$ cat config.mk
export PLATFORM = sky130hd
export DESIGN_NAME = my_if_packer_flat
export DESIGN_NICKNAME = d
export VERILOG_FILES = /design/src/rtl/my_if_packer_if.sv /design/src/rtl/my_if_packer.sv /design/src/flat_wrapper.sv
export SDC_FILE = /design/constraint.sdc
export NUM_CORES = 1
export LEC_CHECK = 0
export BUFFER_PORTS_ARGS = -buffer_cell sky130_fd_sc_hd__buf_2
export CORE_MARGIN = 1.5
export CORE_UTILIZATION = 59
export DETAILED_ROUTE_END_ITERATION = 6
export PLACE_DENSITY = 0.81
export SLEW_MARGIN = 20
export SYNTH_ARGS = -nofsm -noshare
export SYNTH_HDL_FRONTEND = slang
export SYNTH_SLANG_ARGS = --single-unit
$ cat constraint.sdc
create_clock -name clk -period 3 [get_ports clk]
set_input_delay 0.45 -clock clk [delete_from_list [all_inputs] [get_ports clk]]
set_output_delay 0.45 -clock clk [all_outputs]
set_load 0.005 [all_outputs]
$ cat src/rtl/my_if_packer_if.sv
// Narrow valid-only beat stream between a producer and a packer.
// Carries one DW-bit beat per cycle in which valid is high.
// No backpressure: the consumer must take every qualified beat.
interface my_if #(
  parameter int DW = 8
);
  logic          valid;
  logic [DW-1:0] data;

  modport master_mp (
    output valid,
    output data
  );

  modport slave_mp (
    input valid,
    input data
  );
endinterface

$ cat src/rtl/my_if_packer.sv
// Packs RATIO narrow beats into one wide word and buffers words in a DEPTH-entry FIFO.
// Latency: word visible on out_valid/out_data right after the edge that samples its last beat.
// Backpressure: out_ready stalls the FIFO only; input never stalls, full FIFO drops words (sticky overflow).
module my_if_packer #(
  parameter int DW    = 8,
  parameter int RATIO = 4,
  parameter int DEPTH = 4
) (
  input  logic                         clk,
  input  logic                         rst_n,
  my_if.slave_mp                       in_if,
  output logic                         out_valid,
  input  logic                         out_ready,
  output logic [DW*RATIO-1:0]          out_data,
  output logic [$clog2(DEPTH+1)-1:0]   level,
  output logic                         overflow,
  input  logic                         clr_overflow
);

  localparam int CW = $clog2(RATIO);
  localparam int PW = $clog2(DEPTH);
  localparam int LW = $clog2(DEPTH + 1);
  localparam int WW = DW * RATIO;
  localparam int AW = DW * (RATIO - 1);

  logic [CW-1:0] r_beat_cnt;
  logic [AW-1:0] r_acc;
  logic [WW-1:0] r_mem [DEPTH];
  logic [PW-1:0] r_wr_ptr;
  logic [PW-1:0] r_rd_ptr;
  logic [LW-1:0] r_level;
  logic          r_overflow;

  logic          w_last;
  logic          w_push_req;
  logic          w_full;
  logic          w_empty;
  logic          w_pop;
  logic          w_push;
  logic          w_drop;
  logic [WW-1:0] w_word;

  assign w_last     = (r_beat_cnt == CW'(RATIO - 1));
  assign w_push_req = in_if.valid && w_last;
  assign w_word     = {in_if.data, r_acc};

  assign w_empty = (r_level == '0);
  assign w_full  = (r_level == LW'(DEPTH));
  assign w_pop   = !w_empty && out_ready;
  // A full FIFO still accepts a word when the head leaves in the same cycle.
  assign w_push  = rst_n && w_push_req && (!w_full || w_pop);
  assign w_drop  = w_push_req && w_full && !w_pop;

  // Beat counter and partial-word assembly; the final beat bypasses acc straight into the FIFO.
  always_ff @(posedge clk) begin
    if (!rst_n) begin
      r_beat_cnt <= '0;
      r_acc      <= '0;
    end else if (in_if.valid) begin
      if (w_last) begin
        r_beat_cnt <= '0;
      end else begin
        r_acc[int'(r_beat_cnt)*DW +: DW] <= in_if.data;
        r_beat_cnt                       <= r_beat_cnt + 1'b1;
      end
    end
  end

  // Word storage; contents are don't-care until written, so no reset here.
  always_ff @(posedge clk) begin
    if (w_push) begin
      r_mem[r_wr_ptr] <= w_word;
    end
  end

  // Pointers wrap naturally at DEPTH (power of two); occupancy tracked separately.
  always_ff @(posedge clk) begin
    if (!rst_n) begin
      r_wr_ptr <= '0;
      r_rd_ptr <= '0;
      r_level  <= '0;
    end else begin
      if (w_push) begin
        r_wr_ptr <= r_wr_ptr + 1'b1;
      end
      if (w_pop) begin
        r_rd_ptr <= r_rd_ptr + 1'b1;
      end
      case ({w_push, w_pop})
        2'b10:   r_level <= r_level + 1'b1;
        2'b01:   r_level <= r_level - 1'b1;
        default: r_level <= r_level;
      endcase
    end
  end

  // Sticky drop flag; a drop in the clearing cycle keeps it set.
  always_ff @(posedge clk) begin
    if (!rst_n) begin
      r_overflow <= 1'b0;
    end else if (w_drop) begin
      r_overflow <= 1'b1;
    end else if (clr_overflow) begin
      r_overflow <= 1'b0;
    end
  end

  assign out_valid = !w_empty;
  assign out_data  = w_empty ? '0 : r_mem[r_rd_ptr];
  assign level     = r_level;
  assign overflow  = r_overflow;

endmodule

$ cat src/flat_wrapper.sv
// flat-port wrapper written by rule: the top's interface ports become plain ports
module my_if_packer_flat 
#(
  parameter int DW    = 8,
  parameter int RATIO = 4,
  parameter int DEPTH = 4
)
  (clk, rst_n, out_valid, out_ready, out_data, level, overflow, clr_overflow, in_if_valid, in_if_data);
  my_if #(.DW(DW)) in_if_i ();
  input  logic clk;
  input  logic rst_n;
  output logic out_valid;
  input  logic out_ready;
  output logic [DW*RATIO-1:0] out_data;
  output logic [$clog2(DEPTH+1)-1:0] level;
  output logic overflow;
  input  logic clr_overflow;
  input wire logic [$bits(in_if_i.valid)-1:0] in_if_valid;
  input wire logic [$bits(in_if_i.data)-1:0] in_if_data;
  assign in_if_i.valid = in_if_valid;
  assign in_if_i.data = in_if_data;
  my_if_packer #(.DW(DW), .RATIO(RATIO), .DEPTH(DEPTH)) u_core (.clk(clk), .rst_n(rst_n), .in_if(in_if_i), .out_valid(out_valid), .out_ready(out_ready), .out_data(out_data), .level(level), .overflow(overflow), .clr_overflow(clr_overflow));
endmodule
* Yosys cells after proc, flatten, opt, wreduce, memory -nomap -nowiden *
Memories as Yosys holds them, arrays and structs flattened. A register that Yosys moved wholly into a read port is not among the register bits.
Cells that the tools add are included.

storage, ports and cells
  flip-flop bits (word level) = 34
  RAM bits = 128
  input bits = 13
  logic and storage cells = 44
  memories kept = 1

memory list
  memory        words  bits a word  rd ports  clocked after memory_dff  wr ports  line                text
  u_core.r_mem  4      32           1         1                         1         my_if_packer.sv:28  logic [WW-1:0] r_mem [DEPTH];

operators by class
  add/subtract/negate cells = 6
  equality and inequality tests = 4
  shifts and indexed selects = 2
  multiplexer cells = 10
  bitwise operators = 1
  reductions and logical operators = 14

operators by type and width
  operator                 count
  $neg 5->33               1
  $shift 8x33->24 const A  1
  $shiftx 8x33->24         1
  $mux 32                  1
  $bwmux 24                1
  $add 2x1->2 const B      3
  $logic_and 1x1->1        6
  $mux 2                   3
  $pmux 3 s2               1
  $eq 2x2->1 const B       2
  $mux 1                   4
  $reduce_bool 2->1        2
  $add 3x1->3 const B      1
  $eq 3x3->1 const B       1
  $logic_not 1->1          3
  $logic_not 3->1          1
  $sub 3x1->3 const B      1
  $eq 2x1->1 const B       1
  $reduce_and 2->1         1
  $logic_or 1x1->1         1
  $not 1->1                1

* Logic depth before layout (Yosys ltp) *
  depth in word-level cells = 7
  gate-level depth with buffers = 8

* Least setup slack after synthesis *
Ideal clock, no wire load.

  kind = flip-flop to flip-flop
  start = register u_core.r_beat_cnt[0]
  end = memory u_core.r_mem[0][0] (netlist bit), enable pin
  setup time = 392 ps
  arrival = 1933 ps
  slack = 675 ps
  stages on the path, launching flop included = 5
  path buffers = 0
  clock period less this slack = 2325 ps
  path through = dfxtp_1 > ha_1 > nand3_1 > nor2_1 > and2_1

between the ends
  cells in the longest elaborated chain, start to end = 6

RTL lines
  element                          line                text
  start, declared                  my_if_packer.sv:26  logic [CW-1:0] r_beat_cnt;
  start signal, assigned           my_if_packer.sv:64  r_beat_cnt <= r_beat_cnt + 1'b1;
  $eq 2x2->1                       my_if_packer.sv:43  assign w_last = (r_beat_cnt == CW'(RATIO - 1));
  $logic_and 1x1->1                my_if_packer.sv:44  assign w_push_req = in_if.valid && w_last;
  $logic_and 1x1->1 (2 in series)  my_if_packer.sv:51  assign w_push = rst_n && w_push_req && (!w_full || w_pop);
  $mux 1                           my_if_packer.sv:71  if (w_push) begin
  $mux 1 (not written as such)     my_if_packer.sv:72  r_mem[r_wr_ptr] <= w_word;
  end, declared                    my_if_packer.sv:28

No other way between the ends.

==> results.md <==
- Result of the run: complete, no violations
- Die height: about 110 um
- Core Box Area: 10400 sq um
- Transition time at the pin with the least slew margin: between 0.5 and 0.6 ns
- Clock buffers created by TritonCTS: 17
- Number of inserted diodes: 0
- Total congestion overflow after global routing: 0
- Filler instances: between 600 and 700
- Port bufs: between 40 and 50
- Clk pin slew, worst setup/hold paths: 0.06 ns
- Launching element type of the critical path: register
- Vias in the first global route: 3436
- Skew final: just under 0.009 ns
- Starting Density: 61.4%
- Worst vdd ir: about 0.00042 V
- Adder and majority cell fraction of the synthesized area: 2.07%
- Area enclosed by the die boundary: 11500 sq um
- Final setup violation count: 0
- First DRT Iteration DRCs: 172
- Post-CTS setup repair buffer count: 0
- FMAX: 371 MHz
- Post-Synth XOR/XNOR Area: 0.411%
- Hold path startpoint: clr_overflow
- Hold Vio Cnt, Final: 0
- R2r startpoint: u_core.r_beat_cnt[0]$_SDFFE_PN0P_
- Maximum number of pins on one net before global-route repair: 39
- Number of nets with antenna violations after routing: 0
- Number of top-level pins: 50
- EDFF count, synth: 128
- CTS sink cnt: 164
- Die outline width: ~110 um
- Ys flop type: edfxtp_1
- Worst hold path stage count: 2
- Net count after synthesis: around 380
- Wirelength, routed: 11600 um
- Mean routed wirelength per cell: just over 20 um
- Number of vias after detailed routing: 3255
- Required arrival time at the worst endpoint: 2.55 ns
- CTS tree: done
- Compound-gate portion of the synthesized area: around 3.7%
- Clk buf depth: 2
- Final net count: 441
- Path type of the worst setup path: reg2out
- Cells after Synth: 359
- DRC violations left: 0
- Post-Syn Area: roughly 6400 sq um
- Reg-to-reg slack, setup: 0.71 ns
- Mux share of post-synthesis cell area: 12.1%
- Worst relative slew slack: 64.6%
- Most frequent cell after synthesis: edfxtp_1
- Post-placement setup slack: between 0.7 and 0.8 ns
- Layout overhead on the synthesized area: 15.2%
- Synth cell types: 29
- Leakage dissipation: between 0.002 and 0.003 uW
- Reg2Reg Capture Point: u_core.r_mem[1][10]$_DFFE_PP_
- Dominant combinational cell family by area after synthesis: multiplexers
- Cells resized by post-CTS repair: 0
- Sequential fraction of the synthesis area: 71.4%
- Accumulated negative setup slack: 0 ns
- Post-synthesis sequential element count: 164
- Main area contributors after synthesis: edfxtp_1 (60%), dfxtp_1 (11%), mux4_2 (11%), and2_1 (3.9%), a22oi_1 (2.8%)
- Class of the tightest hold or removal check: in2reg
- Simple-gate portion of the synthesized area: 8.59%
- Fraction of synthesized cell area taken by the top area cell type: 60.1%
- Per-cell via count in the routed design: around 5.7
- Sum of net half-perimeters after detailed placement: 6580 um
- # Max-Cap Violations: 0
- Number of placement rows: 37
- Weighted congestion at the end of routability-driven global placement: 0.686
- GRT Util Overall: 22.3%
- Wire length of the first global-routing pass: between 15000 and 20000 um
- Fraction of layout instances using a drive strength above 1: between 20% and 30%
- Most frequent cells after synthesis: edfxtp_1 (128), and2_1 (40), dfxtp_1 (36)
- Synthesis Warnings: 0
- Max Fanout on Critical Path: 10
- Worst path arrival time: 2.25 ns
- # hold bufs at CTS: 0
- Number of H-tree levels: 4
- Final Cycle Share: 89.8%
- Max Slew Vio Count: 0
- Initial antenna violation count: 0
- Post-synthesis average cell area: 17.8 sq um
- Category of the worst setup path capture point: output port
- Hold path endpoint: u_core.overflow$_SDFFE_PN0P_
- Async SR Flop Fraction: 0%
- Worst-Skew Late Latency: 0.53 ns
- Number of search-and-repair iterations in the first detailed-routing pass: 5
- Yosys top cell by area: edfxtp_1
- Crit path setup slack, layout: 0.305 ns
- Cell Pwr Density: 687 nW/um^2
- Master cell of the clock root buffer: clkbuf_8
- Setup repair after global routing missed its margin: no
- Number of cells traversed by the worst register-to-register path: 5
- WHS: roughly 0.09 ns
- Post-layout minimum cycle time: 2.70 ns
[kinds of logic (layout without fill, tap and decap cells)]
kind of cell	after synthesis	after routing
fa+ha+maj	10	10
compound gates	29	29
simple gates	90	90
flops	164	164
xor+xnor	3	3
buf+inv	26	98
mux	37	37
[flip-flops by register name, summed over array words and instances, names as in the netlist, named ones only]
name	cells
u_core.r_wr_ptr	2
u_core.r_acc	24
u_core.overflow	1
u_core.r_mem	128
u_core.r_rd_ptr	2
u_core.r_beat_cnt	2
u_core.level	3
[layout by cell type (no fill, tap or decap), drive strengths merged, types with 8 or more instances in the layout]
cell type | synthesis | final
a22oi | 24 | 24
and2 | 40 | 40
buf | 8 | 58
clkbuf | 10 | 19
dfxtp | 36 | 36
edfxtp | 128 | 128
ha | 9 | 9
inv | 8 | 8
mux4 | 32 | 32
nand2 | 9 | 9
nor2b | 28 | 28
[power breakdown]
group | internal, uW | switching (uW) | total (uW)
Clock | 1180 | 848 | 2030
Combinational | 285 | 258 | 542
Sequential | 2450 | 39.1 | 2490
Total | 3920 | 1150 | 5060
[layer usage]
metal,vias to the layer above,GRT usage [%],wire length [um]
li1,1492,-,-
met2,110,38.7,6360
met4,0,8.76,158
met3,14,6.81,641
met1,1639,25.9,4470
met5,-,0,0
[cell type report]
type / instances / area (sq um) / share of cell area, %
multi-input cells: 169 / 1720 / 23.3
repair buffers: 58 / 325 / 4.42
well taps: 136 / 170 / 2.31
clock buffers: 19 / 422 / 5.72
inverters: 8 / 30.0 / 0.408
flip-flops and latches: 164 / 4570 / 62.0
clock inverters: 13 / 136 / 1.85
[worst max-delay path by stage]
| stage | to | slack, ns | cells after the start | start |
|---|---|---|---|---|
| after global placement | out_data[31] | 0.87 | 4 | register |
| after detailed placement | u_core.r_mem[1][20]$_DFFE_PP_ | 0.73 | 5 | u_core.r_beat_cnt[0]$_SDFFE_PN0P_ |
| after floorplan | u_core.r_mem[0][0]$_DFFE_PP_ | 0.68 | 4 | u_core.r_beat_cnt[0]$_SDFFE_PN0P_ |
| after CTS | out_data[31] | 0.26 | 4 | register |
| final | out_data[5] | 0.30 | 4 | register |
| after global routing | out_data[5] | 0.15 | 4 | register |
[worst max-delay path, cell delays in order (launching register included)]
cell	delay, ns
dfxtp_2	0.55
buf_4	0.32
mux4_2	0.55
and2_1	0.18
buf_2	0.12
[stage by stage]
stage	area, sq um	cells	util [%]	total power, uW
2_1_floorplan	6390	359	-	2920
3_3_place_gp	6810	535	65.4	3080
3_5_place_dp	6810	535	65.4	3090
4_1_cts	7370	567	70.7	5100
5_1_grt	7370	567	70.7	5240
6_report	7370	567	70.7	5060
Note: power is estimated with default switching activity, not from simulation.
